`config.mk`:
```
export PLATFORM = sky130hd
export DESIGN_NAME = conv_window_mac
export DESIGN_NICKNAME = d
export VERILOG_FILES = /design/src/rtl/conv_pkg.sv /design/src/rtl/mac_unit.sv /design/src/rtl/conv_window_mac.sv
export SDC_FILE = /design/constraint.sdc
export NUM_CORES = 2
export LEC_CHECK = 0
export CORE_MARGIN = 2
export CORE_UTILIZATION = 28
export CTS_CLUSTER_DIAMETER = 150
export DETAILED_ROUTE_END_ITERATION = 10
export GPL_TIMING_DRIVEN = 0
export PLACE_DENSITY = 0.55
export SYNTH_ARGS = -nofsm -noshare
export SYNTH_HDL_FRONTEND = slang
export SYNTH_SLANG_ARGS = --single-unit
```
`constraint.sdc`:
```
create_clock -name clk -period 13.82 [get_ports clk]
set_input_delay 2.764 -clock clk [delete_from_list [all_inputs] [get_ports clk]]
set_output_delay 2.764 -clock clk [all_outputs]
set_load 0.03 [all_outputs]
```
`src/rtl/conv_pkg.sv`:
```
// Shared constants, FSM state type and tap-slice helper for the 5x5 convolution MAC engine.
package conv_pkg;

   localparam int unsigned DW    = 9;
   localparam int unsigned K     = 5;
   localparam int unsigned TAPS  = K * K;
   localparam int unsigned ACC_W = 23;
   localparam int unsigned IDX_W = 5;

   typedef enum logic [1:0] {
      StIdle,
      StRun,
      StDone
   } state_e;

   // LSB position of tap idx (= r*K+c) inside a packed window.
   function automatic int unsigned tap_lsb(input logic [IDX_W-1:0] idx);
      return 32'(idx) * DW;
   endfunction

endpackage

```
`src/rtl/mac_unit.sv`:
```
// Registered signed DWxDW multiply-accumulate with synchronous clear and enable.
module mac_unit
   import conv_pkg::*;
(
   input  logic             clk,
   input  logic             rst,
   input  logic             clr_i,
   input  logic             en_i,
   input  logic [DW-1:0]    a_i,
   input  logic [DW-1:0]    b_i,
   output logic [ACC_W-1:0] sum_o
);

   logic signed [2*DW-1:0] prod;
   logic [ACC_W-1:0]       acc_q, acc_d;

   assign prod  = $signed(a_i) * $signed(b_i);
   // sum_o is the value the accumulator takes on this edge when enabled
   assign sum_o = acc_q + {{(ACC_W - 2*DW){prod[2*DW-1]}}, prod};

   always_comb begin
      acc_d = acc_q;
      if (clr_i) begin
         acc_d = '0;
      end else if (en_i) begin
         acc_d = sum_o;
      end
   end

   always_ff @(posedge clk) begin
      if (rst) begin
         acc_q <= '0;
      end else begin
         acc_q <= acc_d;
      end
   end

endmodule

```
`src/rtl/conv_window_mac.sv`:
```
// Sequential 5x5 convolution: latches one window, then accumulates one tap per cycle
// against a 25-entry weight register file and holds the sum behind a valid/ready handshake.
module conv_window_mac
   import conv_pkg::*;
(
   input  logic                 clk,
   input  logic                 rst,
   input  logic                 win_valid,
   output logic                 win_ready,
   input  logic [TAPS*DW-1:0]   win_data,
   input  logic                 wgt_we,
   input  logic [IDX_W-1:0]     wgt_addr,
   input  logic [DW-1:0]        wgt_data,
   output logic                 busy,
   output logic                 res_valid,
   input  logic                 res_ready,
   output logic [ACC_W-1:0]     res_data
);

   state_e              state_q, state_d;
   logic [IDX_W-1:0]    idx_q, idx_d;
   logic [TAPS*DW-1:0]  win_q, win_d;
   logic [DW-1:0]       wgt_q [TAPS];
   logic [DW-1:0]       wgt_d [TAPS];
   logic [ACC_W-1:0]    res_q, res_d;
   logic [ACC_W-1:0]    mac_sum;
   logic [DW-1:0]       tap_pix, tap_wgt;
   logic                accept, mac_en;

   assign tap_pix = win_q[tap_lsb(idx_q) +: DW];
   assign tap_wgt = wgt_q[idx_q];

   mac_unit u_mac (
      .clk   (clk),
      .rst   (rst),
      .clr_i (accept),
      .en_i  (mac_en),
      .a_i   (tap_pix),
      .b_i   (tap_wgt),
      .sum_o (mac_sum)
   );

   always_comb begin
      state_d = state_q;
      idx_d   = idx_q;
      win_d   = win_q;
      wgt_d   = wgt_q;
      res_d   = res_q;
      accept  = 1'b0;
      mac_en  = 1'b0;
      unique case (state_q)
         StIdle: begin
            // Weights are only writable here, so they stay fixed across a window
            if (wgt_we && (wgt_addr < IDX_W'(TAPS))) begin
               wgt_d[wgt_addr] = wgt_data;
            end
            if (win_valid) begin
               accept  = 1'b1;
               win_d   = win_data;
               idx_d   = '0;
               state_d = StRun;
            end
         end
         StRun: begin
            mac_en = 1'b1;
            idx_d  = idx_q + 1'b1;
            if (idx_q == IDX_W'(TAPS - 1)) begin
               res_d   = mac_sum;
               state_d = StDone;
            end
         end
         StDone: begin
            if (res_ready) begin
               state_d = StIdle;
            end
         end
         default: state_d = StIdle;
      endcase
   end

   always_ff @(posedge clk) begin
      if (rst) begin
         state_q <= StIdle;
         idx_q   <= '0;
         win_q   <= '0;
         res_q   <= '0;
         for (int i = 0; i < TAPS; i++) begin
            wgt_q[i] <= '0;
         end
      end else begin
         state_q <= state_d;
         idx_q   <= idx_d;
         win_q   <= win_d;
         res_q   <= res_d;
         wgt_q   <= wgt_d;
      end
   end

   assign win_ready = (state_q == StIdle) && !rst;
   assign busy      = (state_q != StIdle);
   assign res_valid = (state_q == StDone);
   assign res_data  = res_q;

endmodule
```
==> results.ini <==
[sta]
hold_viol = 0
rsz0062_at_grt = no
slew-limit-headroom_pct = 17.3
fmax_mhz = 104
period_needed_ps = 9590
maxSlewViolCount = 0
fin_crit_sh_pct = 69.4
worst_pin_slew_ps = 1240
setup_viol = 0
finalSetupTns_ps = 0
setup_ws_ps = 4230
final.setup_skew_ps = 42.1

[synthesis]
ys_types = 74
synth.avg_cell_area_um2 = 9.38
synth-warning-count = 0
synth-async-reset-ratio_pct = 0
synth-edff-count = 0
ys_ff_latch = 503
synth_ff_type = dfxtp_1
synthCells = 2707
ys_seq_area_share_pct = 39.7
syn_nets = 3085
netlist_area_mm2 = 0.0254

[detailed_routing]
wl_per_cell_um = 20.2
highest-signal-layer = met5
wl_met2_um = 41000
vias = 20623
drc = 0
dr.pass1.iters = 5
m1WireLength_um = 37400
drt_iter0_drc = 1353
wl_um = 85700
ant_nets = 0
met3_length_um = 4970
post_drt_via_cell_ratio = 4.87

[place]
place_hpwl_um = 66300
place_area_mm2 = 0.0295
io_buffers = 259
finalWeightedCongestion = 0.861
post-place-ws_ps = 4300

[worst_setup_path]
start_kind = flip-flop
crit_top_cell = fa_1
crit_type = reg -> reg
end_kind = flip-flop
slowest_stage = buf_1
cp.arrival_ps = 10090
worstPathMaxFanout = 10
critPathRequiredTime_ps = 14320
cp_slowest_stage_delay_ps = 960

[job]
max_cap_viol_count = 0

[global_route]
overflow = 0
grt_pass1_vias = 20517
grt_max_degree = 16
grt_pass1_wl_um = 128000
grtUsageTotal_pct = 18.1
antenna_found_initial = 7

[clocking]
post_cts_buffers = 0
cts_tree = built
numCtsBuffers = 52
cts_buffer_depth = 3
worst_skew_pair.late_latency_ps = 630
clk_pin_slew_ps = 60
cts_max_level = 2
clock-root-buffer = clkbuf_16
cts_hold_buffers = 0
cts_resized = 0
cts_sinks = 503

[floorplanning]
start_util_pct = 28.2
die_h_um = 305
core-area_mm2 = 0.0900
io_pins = 270
die-area_mm2 = 0.0931
fp-row-count = 110
die_w_um = 305

[power_and_ir_drop]
fin_total_pwr_uw = 3390
p_leak_uw = 0.0122
power.density_mw_per_mm2 = 108
peakVddDrop_mv = 0.0953

[status]
status = finished, final reports clean

[final_layout]
fill_cells = 9382
area_delta_synth_final_pct = 23.2
final_nets = 3398
multi_input_area_mm2 = 0.0142
fin_area_mm2 = 0.0313
drive_above_1_share_pct = 9.76
register_area_mm2 = 0.0101

[min_path]
hold_class = reg -> reg

==> cells in the final DEF, fill, tap and decap left out, types with 17 or more instances in the layout <==
cell | netlist | final
nand2_1 | 591 | 591
dfxtp_1 | 503 | 503
nor2_1 | 300 | 300
a21oi_1 | 288 | 288
clkdlybuf4s50_1 | 0 | 259
mux2i_1 | 245 | 245
clkbuf_1 | 152 | 156
mux4_2 | 126 | 126
inv_1 | 86 | 86
fa_1 | 71 | 71
ha_1 | 63 | 63
clkbuf_16 | 0 | 53
xnor2_1 | 30 | 30
o21ai_0 | 28 | 28
nand2b_1 | 17 | 17
==> critical path, delay by kind of cell (launching register included) <==
family | cells | cell delay [ps]
fa+ha+maj | 7 | 3180
xor+xnor | 1 | 180
buf+inv | 4 | 1460
flops | 1 | 380
simple gates | 3 | 840
compound gates | 10 | 2010
mux | 3 | 1430
==> kinds of logic (layout without fill, tap and decap cells) <==
| group | Yosys count | in the layout | synth area share [%] |
|---|---|---|---|
| other | 0 | 1 | 0 |
| muxes | 388 | 388 | 22.0 |
| buffers and inverters | 286 | 641 | 4.58 |
| adders and majority gates | 134 | 134 | 8.70 |
| and+or+nand+nor | 986 | 986 | 15.5 |
| xor gates and xnor gates | 35 | 35 | 1.24 |
| AOI/OAI and AO/OA | 375 | 375 | 8.32 |
| DFF | 503 | 503 | 39.7 |
==> stage by stage <==
stage	hold WS, ps	std cells	util, %
2_1_floorplan	433	2707	-
3_3_place_gp	439	4142	32.7
3_5_place_dp	444	4142	32.7
4_1_cts	453	4238	34.8
5_1_grt	468	4239	34.8
6_report	451	4239	34.8
==> flip-flops by register name, indices dropped and copies added (netlist names) <==
| name | cells |
|---|---|
| res_data | 23 |
| wgt_q | 225 |
| idx_q | 5 |
| state_q | 2 |
| win_q | 225 |
| u_mac.acc_q | 23 |
==> metal layers <==
| metal | vias up | global-route usage, % |
|---|---|---|
| li1 | 9765 | - |
| met4 | 10 | 5.18 |
| met3 | 129 | 2.97 |
| met1 | 10144 | 23.5 |
| met2 | 575 | 30.8 |
| met5 | - | 0 |
==> cell type report <==
class	count	share of cell area, %
Sequential cell	503	32.2
Timing Repair Buffer	259	8.29
Clock inverter	26	0.976
Antenna cell	1	0.00800
Multi-Input combinational cell	1918	45.3
Buffer	195	2.63
Inverter	91	1.09
Tap cell	1176	4.70
Clock buffer	70	4.86
==> cell usage after synthesis (2+ instances only) <==
cell | number | area (µm²)
clkbuf_2 | 9 | 45.0
o21bai_1 | 3 | 22.5
mux2i_1 | 245 | 2450
nor2_2 | 10 | 62.6
nand2_1 | 591 | 2220
ha_1 | 63 | 788
a211oi_1 | 9 | 67.6
inv_1 | 86 | 323
xnor2_1 | 30 | 263
buf_6 | 5 | 56.3
nand3b_1 | 5 | 37.5
mux2i_2 | 4 | 55.1
buf_4 | 8 | 60.1
nor2_1 | 300 | 1130
nor3_1 | 9 | 45.0
nand2b_1 | 17 | 106
o21ai_0 | 28 | 140
dfxtp_1 | 503 | 10100
fa_1 | 71 | 1420
and3_1 | 6 | 37.5
a21o_1 | 10 | 75.1
nor3b_1 | 2 | 15.0
inv_2 | 5 | 18.8
mux4_2 | 126 | 2840
o211ai_1 | 3 | 22.5
mux2_2 | 5 | 56.3
xor2_1 | 4 | 35.0
and2_1 | 6 | 37.5
nor2b_1 | 13 | 81.3
a41oi_1 | 2 | 17.5
clkbuf_1 | 152 | 571
o31ai_1 | 3 | 22.5
o22ai_1 | 2 | 12.5
mux2i_4 | 8 | 180
nand3_1 | 12 | 60.1
buf_2 | 9 | 45.0
o21a_1 | 4 | 30.0
or2_2 | 2 | 12.5
buf_1 | 12 | 45.0
a21oi_1 | 288 | 1440
or2_1 | 4 | 25.0
==> final timing paths <==
| path | startpoint | to | slack [ps] | cells after the start |
|---|---|---|---|---|
| setup / recovery | idx_q[1]$_SDFFE_PP0P_ | u_mac.acc_q[22]$_SDFFE_PP0P_ | 4230 | 28 |
| hold / removal | win_q[94]$_SDFFE_PP0P_ | win_q[94]$_SDFFE_PP0P_ | 450 | 2 |
| setup reg to reg | idx_q[1]$_SDFFE_PP0P_ | u_mac.acc_q[22]$_SDFFE_PP0P_ | 4230 | 28 |
| hold reg to reg | win_q[94]$_SDFFE_PP0P_ | win_q[94]$_SDFFE_PP0P_ | 450 | 2 |
==> power breakdown <==
group	total, µW	switching (µW)	leakage (µW)	internal, µW
Combinational	374	221	0.00721	153
Sequential	1520	24.3	0.00409	1490
Clock	1500	641	0.000901	854
No activity file was read; power rests on OpenSTA's default activity.
